==> config.mk <==
export PLATFORM = sky130hd
export DESIGN_NAME = imem_rom
export DESIGN_NICKNAME = d
export VERILOG_FILES = /design/src/rtl/imem_rom.sv
export SDC_FILE = /design/constraint.sdc
export NUM_CORES = 1
export LEC_CHECK = 0
export BUFFER_PORTS_ARGS = -buffer_cell sky130_fd_sc_hd__buf_2
export CELL_PAD_IN_SITES_DETAIL_PLACEMENT = 0
export CELL_PAD_IN_SITES_GLOBAL_PLACEMENT = 1
export CORE_ASPECT_RATIO = 1.1
export CORE_MARGIN = 10
export CORE_UTILIZATION = 31
export DETAILED_ROUTE_END_ITERATION = 10
export PLACE_DENSITY = 0.81
export SLEW_MARGIN = 20
export SYNTH_ARGS = -nofsm -noshare
export SYNTH_HDL_FRONTEND = slang
export SYNTH_SLANG_ARGS = --single-unit
==> constraint.sdc <==
create_clock -name clk -period 2.8 [get_ports clk]
set_input_delay 0.56 -clock clk [delete_from_list [all_inputs] [get_ports clk]]
set_output_delay 0.56 -clock clk [all_outputs]
set_load 0.02 [all_outputs]
==> src/rtl/imem_rom.sv <==
// ============================================================================
// Module  : imem_rom
// Brief   : 64-word fixed instruction ROM with registered, width-adapted read.
// Revision: 1.0
// ============================================================================
`default_nettype none

module imem_rom #(
    parameter int N = 32
) (
    input  logic         clk,
    input  logic         reset,
    input  logic [5:0]   addr,
    output logic [N-1:0] q
);

    localparam int c_WORD_W = 32;

    logic [c_WORD_W-1:0] w_word;
    logic [N-1:0]        w_data;
    logic [N-1:0]        r_q;

    // Only the first eight words hold a program; the rest of the table reads as zero.
    always_comb begin
        w_word = 32'h0000_0000;
        case (addr)
            6'd0:    w_word = 32'hF840_0001;
            6'd1:    w_word = 32'hF840_8002;
            6'd2:    w_word = 32'h8B02_0023;
            6'd3:    w_word = 32'hCB02_0024;
            6'd4:    w_word = 32'h8A02_0025;
            6'd5:    w_word = 32'hAA02_0026;
            6'd6:    w_word = 32'hF801_0003;
            6'd7:    w_word = 32'hB400_001F;
            default: w_word = 32'h0000_0000;
        endcase
    end

    generate
        if (N < c_WORD_W) begin : g_trunc
            assign w_data = w_word[N-1:0];
        end else if (N == c_WORD_W) begin : g_exact
            assign w_data = w_word;
        end else begin : g_zext
            assign w_data = {{(N-c_WORD_W){1'b0}}, w_word};
        end
    endgenerate

    always_ff @(posedge clk) begin
        if (reset) begin
            r_q <= '0;
        end else begin
            r_q <= w_data;
        end
    end

    assign q = r_q;

endmodule

`default_nettype wire

==> qor.yml, run 1 <==
outcome:
  outcome: "complete, no violations"
setup_path:
  start_kind: "flop"
  crit_type: "reg2out"
  max_stage_delay_ns: 0.34
  crit_required_ns: 2.24
  worstPathCellList: "buf_2"
  crit_family: "flip-flops"
  critPathCaptureType: "output pin"
  slowest_stage: "dfxtp_1"
  crit_fanout: 3
  cp.arrival_ns: 0.78
  path_buf_inv: 1
clocking:
  clock_path_buffers: 2
  numCtsBuffers: 3
  htree_levels: 1
  clkSinkCount: 14
  cts_resized: 0
  tritoncts: "yes"
  postCtsSetupBuffers: 0
  cts_hold_buffers: 0
  root_buffer: "clkbuf_4"
  clk_pin_slew_ns: 0.08
timing:
  slew_viol_final: 0
  setup_viol: 0
  postLayoutSetupSlackWorst_ns: 1.46
  hold_viol: 0
  fin_tns_setup_ns: 0
  fin_crit_ns: 1.34
  rsz0062_at_grt: "false"
  post-route-period-util: 0.479
  fmax_mhz: 746
die:
  initial_core_util: 0.329
  rows: 17
  core_um2: 2020
  die_w_um: 64.2
  die-area_um2: 4400
  die_y_um: 68.6
  io_pins: 40
place:
  placed_area_um2: 724
  pre_cts_slack_ns: 1.23
  hpwlAfterDp_um: 1070
  gp_congestion: 0.703
  numPortBuffers: 25
synthesis:
  ys_warn_count: 0
  yosysSeqAreaShare: 0.421
  netlist_area_um2: 666
  yosys-top-cells-count: "buf_4 (18), dfxtp_1 (14), ha_1 (7)"
  postSynthCellCount: 65
  synth_most_common_cell: "buf_4"
  synth_seq_cells: 14
  synth.top_cells.by_area: "dfxtp_1 (42%), buf_4 (20%), ha_1 (13%)"
  synth-edff-count: 0
  synth_top_area_cell: "dfxtp_1"
  synth_cell_types: 19
  syn_avg_cell_area_um2: 10.2
  async_reset_ff_frac: 0
  yosysTopAreaCellShare: 0.421
  ys_dominant_reg_cell: "dfxtp_1"
layout:
  final_nets: 103
  insertedDiodeCount: 0
  n_fill_cell: 221
  area_growth_pct: 14.3
  final_layout_size_suffix_gt1_frac: 0.379
  fin_area_um2: 761
  largest_reg_flops: 14
global_routing:
  grt_max_degree: 14
  grt_pass1_wl_um: 1850
  antenna_found_initial: 0
  grt_overflow_total: 0
  grt.total_usage: 0.0561
  grt_pass1_vias: 436
route:
  first_pass_iters: 2
  via_count: 425
  routed_wl_um: 1270
  remaining_drc_errors: 0
  wl_per_cell_um: 11.1
  antenna_left: 0
  initialDrtViolationCount: 1
  via_per_inst: 3.70
min_path:
  hp-class: "in2reg"
  hold_end: "q[22]$_SDFF_PP0_"
  hp-start: "addr[1]"
  min_path_cells: 2
flow_run:
  max-cap-violations: 0
power:
  finalPower_w: 0.000391
  power.density_nw_per_um2: 514
  leakage_nw: 0.457
  peakVddDrop_mv: 0.175
worst max path at each step:
stage                                  end  slack (ns)        startpoint  cells after the start
final                                 q[4]        1.46  q[26]$_SDFF_PP0_                      1
after global routing                  q[5]        1.41  q[25]$_SDFF_PP0_                      1
after CTS                            q[17]        1.45  q[25]$_SDFF_PP0_                      1
after detailed placement  q[15]$_SDFF_PP0_        1.23           addr[4]                      4
after global placement    q[26]$_SDFF_PP0_        1.25           addr[4]                      4
after floorplan           q[26]$_SDFF_PP0_        1.34           addr[4]                      4
cells by family after synthesis:
group	count (synthesis)	synth area share
AO/OA/AOI/OAI	5	0.0602
adder cells (fa/ha/maj)	7	0.132
buffers and inverters	24	0.256
flip-flops	14	0.421
multiplexers	1	0.0150
other	1	0.00563
AND/OR/NAND/NOR	13	0.111
metrics by stage:
stage	util	instances	hold slack, ns
2_1_floorplan	-	78	0.631
3_3_place_gp	0.359	111	0.845
3_5_place_dp	0.359	111	0.848
4_1_cts	0.376	115	0.553
5_1_grt	0.376	115	0.564
6_report	0.376	115	0.557
layout by cell type (no fill, tap or decap), drive strengths merged:
cell type | Yosys | final
or4 | 1 | 1
dfxtp | 14 | 14
or2 | 1 | 1
and2 | 1 | 1
nor3 | 2 | 2
clkinv | 1 | 1
o211a | 3 | 3
a21oi | 2 | 2
inv | 3 | 3
ha | 7 | 7
buf | 20 | 25
and3 | 2 | 2
nand2 | 3 | 3
mux2i | 1 | 1
nor2 | 3 | 3
conb | 1 | 14
clkbuf | 0 | 4
layout make-up:
cell class / count / area, um2 / share of cell area
clock buffers: 4 / 36.3 / 0.0477
multi-input cells: 40 / 264 / 0.347
well taps: 28 / 35.0 / 0.0461
inverters: 4 / 20.0 / 0.0263
repair buffers: 25 / 125 / 0.164
flip-flops and latches: 14 / 280 / 0.368
report_power, final:
| part | total [W] | internal [W] | switching (W) |
|---|---|---|---|
| Combinational | 0.0000500 | 0.0000123 | 0.0000377 |
| Sequential | 0.000203 | 0.000202 | 0.000000754 |
| Clock | 0.000138 | 0.0000790 | 0.0000593 |
layer usage:
layer,up-vias,GRT usage,wire [um]
met5,-,0,0
met4,0,0.0481,10
met3,2,0.0467,232
met2,25,0.0784,550
met1,173,0.0523,479
li1,225,-,-
No activity file was read; power rests on OpenSTA's default activity.
==> run 2: changes to the inputs <==
--- a/config.mk
+++ b/config.mk
@@ -10,9 +10,9 @@
 export CELL_PAD_IN_SITES_GLOBAL_PLACEMENT = 1
 export CORE_ASPECT_RATIO = 1.1
 export CORE_MARGIN = 10
-export CORE_UTILIZATION = 31
+export CORE_UTILIZATION = 26
 export DETAILED_ROUTE_END_ITERATION = 10
-export PLACE_DENSITY = 0.81
+export PLACE_DENSITY = 0.73
 export SLEW_MARGIN = 20
 export SYNTH_ARGS = -nofsm -noshare
 export SYNTH_HDL_FRONTEND = slang
==> constraint.sdc (replaced) <==
create_clock -name clk -period 1.19 [get_ports clk]
set_input_delay 0.238 -clock clk [delete_from_list [all_inputs] [get_ports clk]]
set_output_delay 0.238 -clock clk [all_outputs]
set_load 0.02 [all_outputs]
==> run 2 against run 1 <==
Effect of this change:
- sequential power is 140% higher
- via count rose by 4.0%
- global-route usage decreased by 0.20 points
- sequential share of layout area is 0.60 points lower
- non-clock buffer count is 3 higher
- critical path depth did not move
- hold slack worse by 0.28 ns
- largest power group unchanged
- utilization is 6.4 points lower
- die area grew 13%
- sequential cell count unchanged
- total power increased by 120%
- wire length is 4.9% higher
==> qor.yml, run 2 (synthesis results as in run 1) <==
outcome:
  outcome: "complete, no violations"
route:
  first_pass_iters: 4
  via_per_inst: 3.68
  routed_wl_um: 1340
  initialDrtViolationCount: 2
  remaining_drc_errors: 0
  antenna_left: 0
  via_count: 442
  wl_per_cell_um: 11.1
timing:
  fmax_mhz: 973
  slew_viol_final: 0
  hold_viol: 0
  fin_crit_ns: 1.03
  rsz0062_at_grt: "false"
  post-route-period-util: 0.864
  setup_viol: 0
global_routing:
  grt.total_usage: 0.0542
  grt_overflow_total: 0
  antenna_found_initial: 0
  grt_pass1_wl_um: 2050
  grt_pass1_vias: 487
  grt_max_degree: 12
layout:
  multiInputGateArea_um2: 264
  layout.cells.most_common: "buf_2"
  area_growth_pct: 16.2
  n_fill_cell: 283
  final_nets: 106
  layout_common_cells: "buf_2 (25), conb_1 (14), dfxtp_1 (14)"
  insertedDiodeCount: 0
  final_layout_size_suffix_gt1_frac: 0.393
  fin_area_um2: 773
  largest_reg_flops: 14
  layout.area.seq_um2: 280
clocking:
  clock_path_buffers: 2
  numCtsBuffers: 3
  clkSinkCount: 14
  root_buffer: "clkbuf_4"
  clk_pin_slew_ns: 0.08
  cts_hold_buffers: 0
  htree_levels: 1
  tritoncts: "yes"
  postCtsSetupBuffers: 0
  cts_resized: 0
power:
  power.density_nw_per_um2: 1110
  leakage_nw: 0.464
  finalPower_w: 0.000860
  peakVddDrop_mv: 0.320
setup_path:
  start_kind: "flop"
  cp.arrival_ns: 0.79
  crit_required_ns: 0.95
  slowest_stage: "dfxtp_1"
  critPathCaptureType: "output pin"
  crit_family: "flip-flops"
  max_stage_delay_ns: 0.35
  crit_fanout: 3
  crit_type: "reg2out"
  path_buf_inv: 1
  worstPathCellList: "buf_2"
place:
  hpwlAfterDp_um: 1170
  numPortBuffers: 25
  gp_congestion: 0.675
  placed_area_um2: 751
die:
  io_pins: 40
  die_y_um: 73.1
  initial_core_util: 0.269
  die_w_um: 68.2
  rows: 19
  die-area_um2: 4990
  core_um2: 2470
min_path:
  hp-class: "in2reg"
flow_run:
  max-cap-violations: 0
[run 2: cell types whose count changed in the layout (fill, tap and decap cells not counted)]
cell | before | now
buf_4 | 0 | 3
clkbuf_8 | 1 | 0
[run 2: layer usage]
| layer | up-vias | track usage | wire, um |
|---|---|---|---|
| met3 | 2 | 0.0246 | 204 |
| met5 | - | 0 | 0 |
| met2 | 28 | 0.0787 | 559 |
| met1 | 187 | 0.0572 | 546 |
| li1 | 225 | - | - |
| met4 | 0 | 0.0470 | 24 |
[run 2: cell type report]
cell class / instances / share of cell area
sequential: 14 / 0.362
tap: 31 / 0.0502
timing repair buffer: 28 / 0.191
clock buffer: 3 / 0.0291
inverter: 4 / 0.0259
multi-input combinational: 40 / 0.341
[run 2: power breakdown]
part	switching, W	internal (W)	leakage (nW)
clock network	0.000139	0.000117	0.0138
registers	0.00000194	0.000476	0.113
logic	0.0000907	0.0000355	0.337
total	0.000231	0.000628	0.464
[run 2: final timing paths]
| path | slack [ns] | from | cells past startpoint | endpoint |
|---|---|---|---|---|
| max | 0.16 | q[25]$_SDFF_PP0_ | 1 | q[5] |
| min | 0.28 | addr[2] | 3 | q[30]$_SDFF_PP0_ |
[run 2: through the flow]
stage	setup WS [ns]	utilization	hold WS, ns	TNS (ns)	instances
floorplan	0.0516	-	0.309	0	78
global placement	-0.0330	0.304	0.557	-0.156	117
detailed placement	-0.0633	0.304	0.567	-0.270	117
CTS	0.141	0.313	0.269	0	120
global route	0.102	0.313	0.281	0	120
finish	0.162	0.313	0.277	0	120
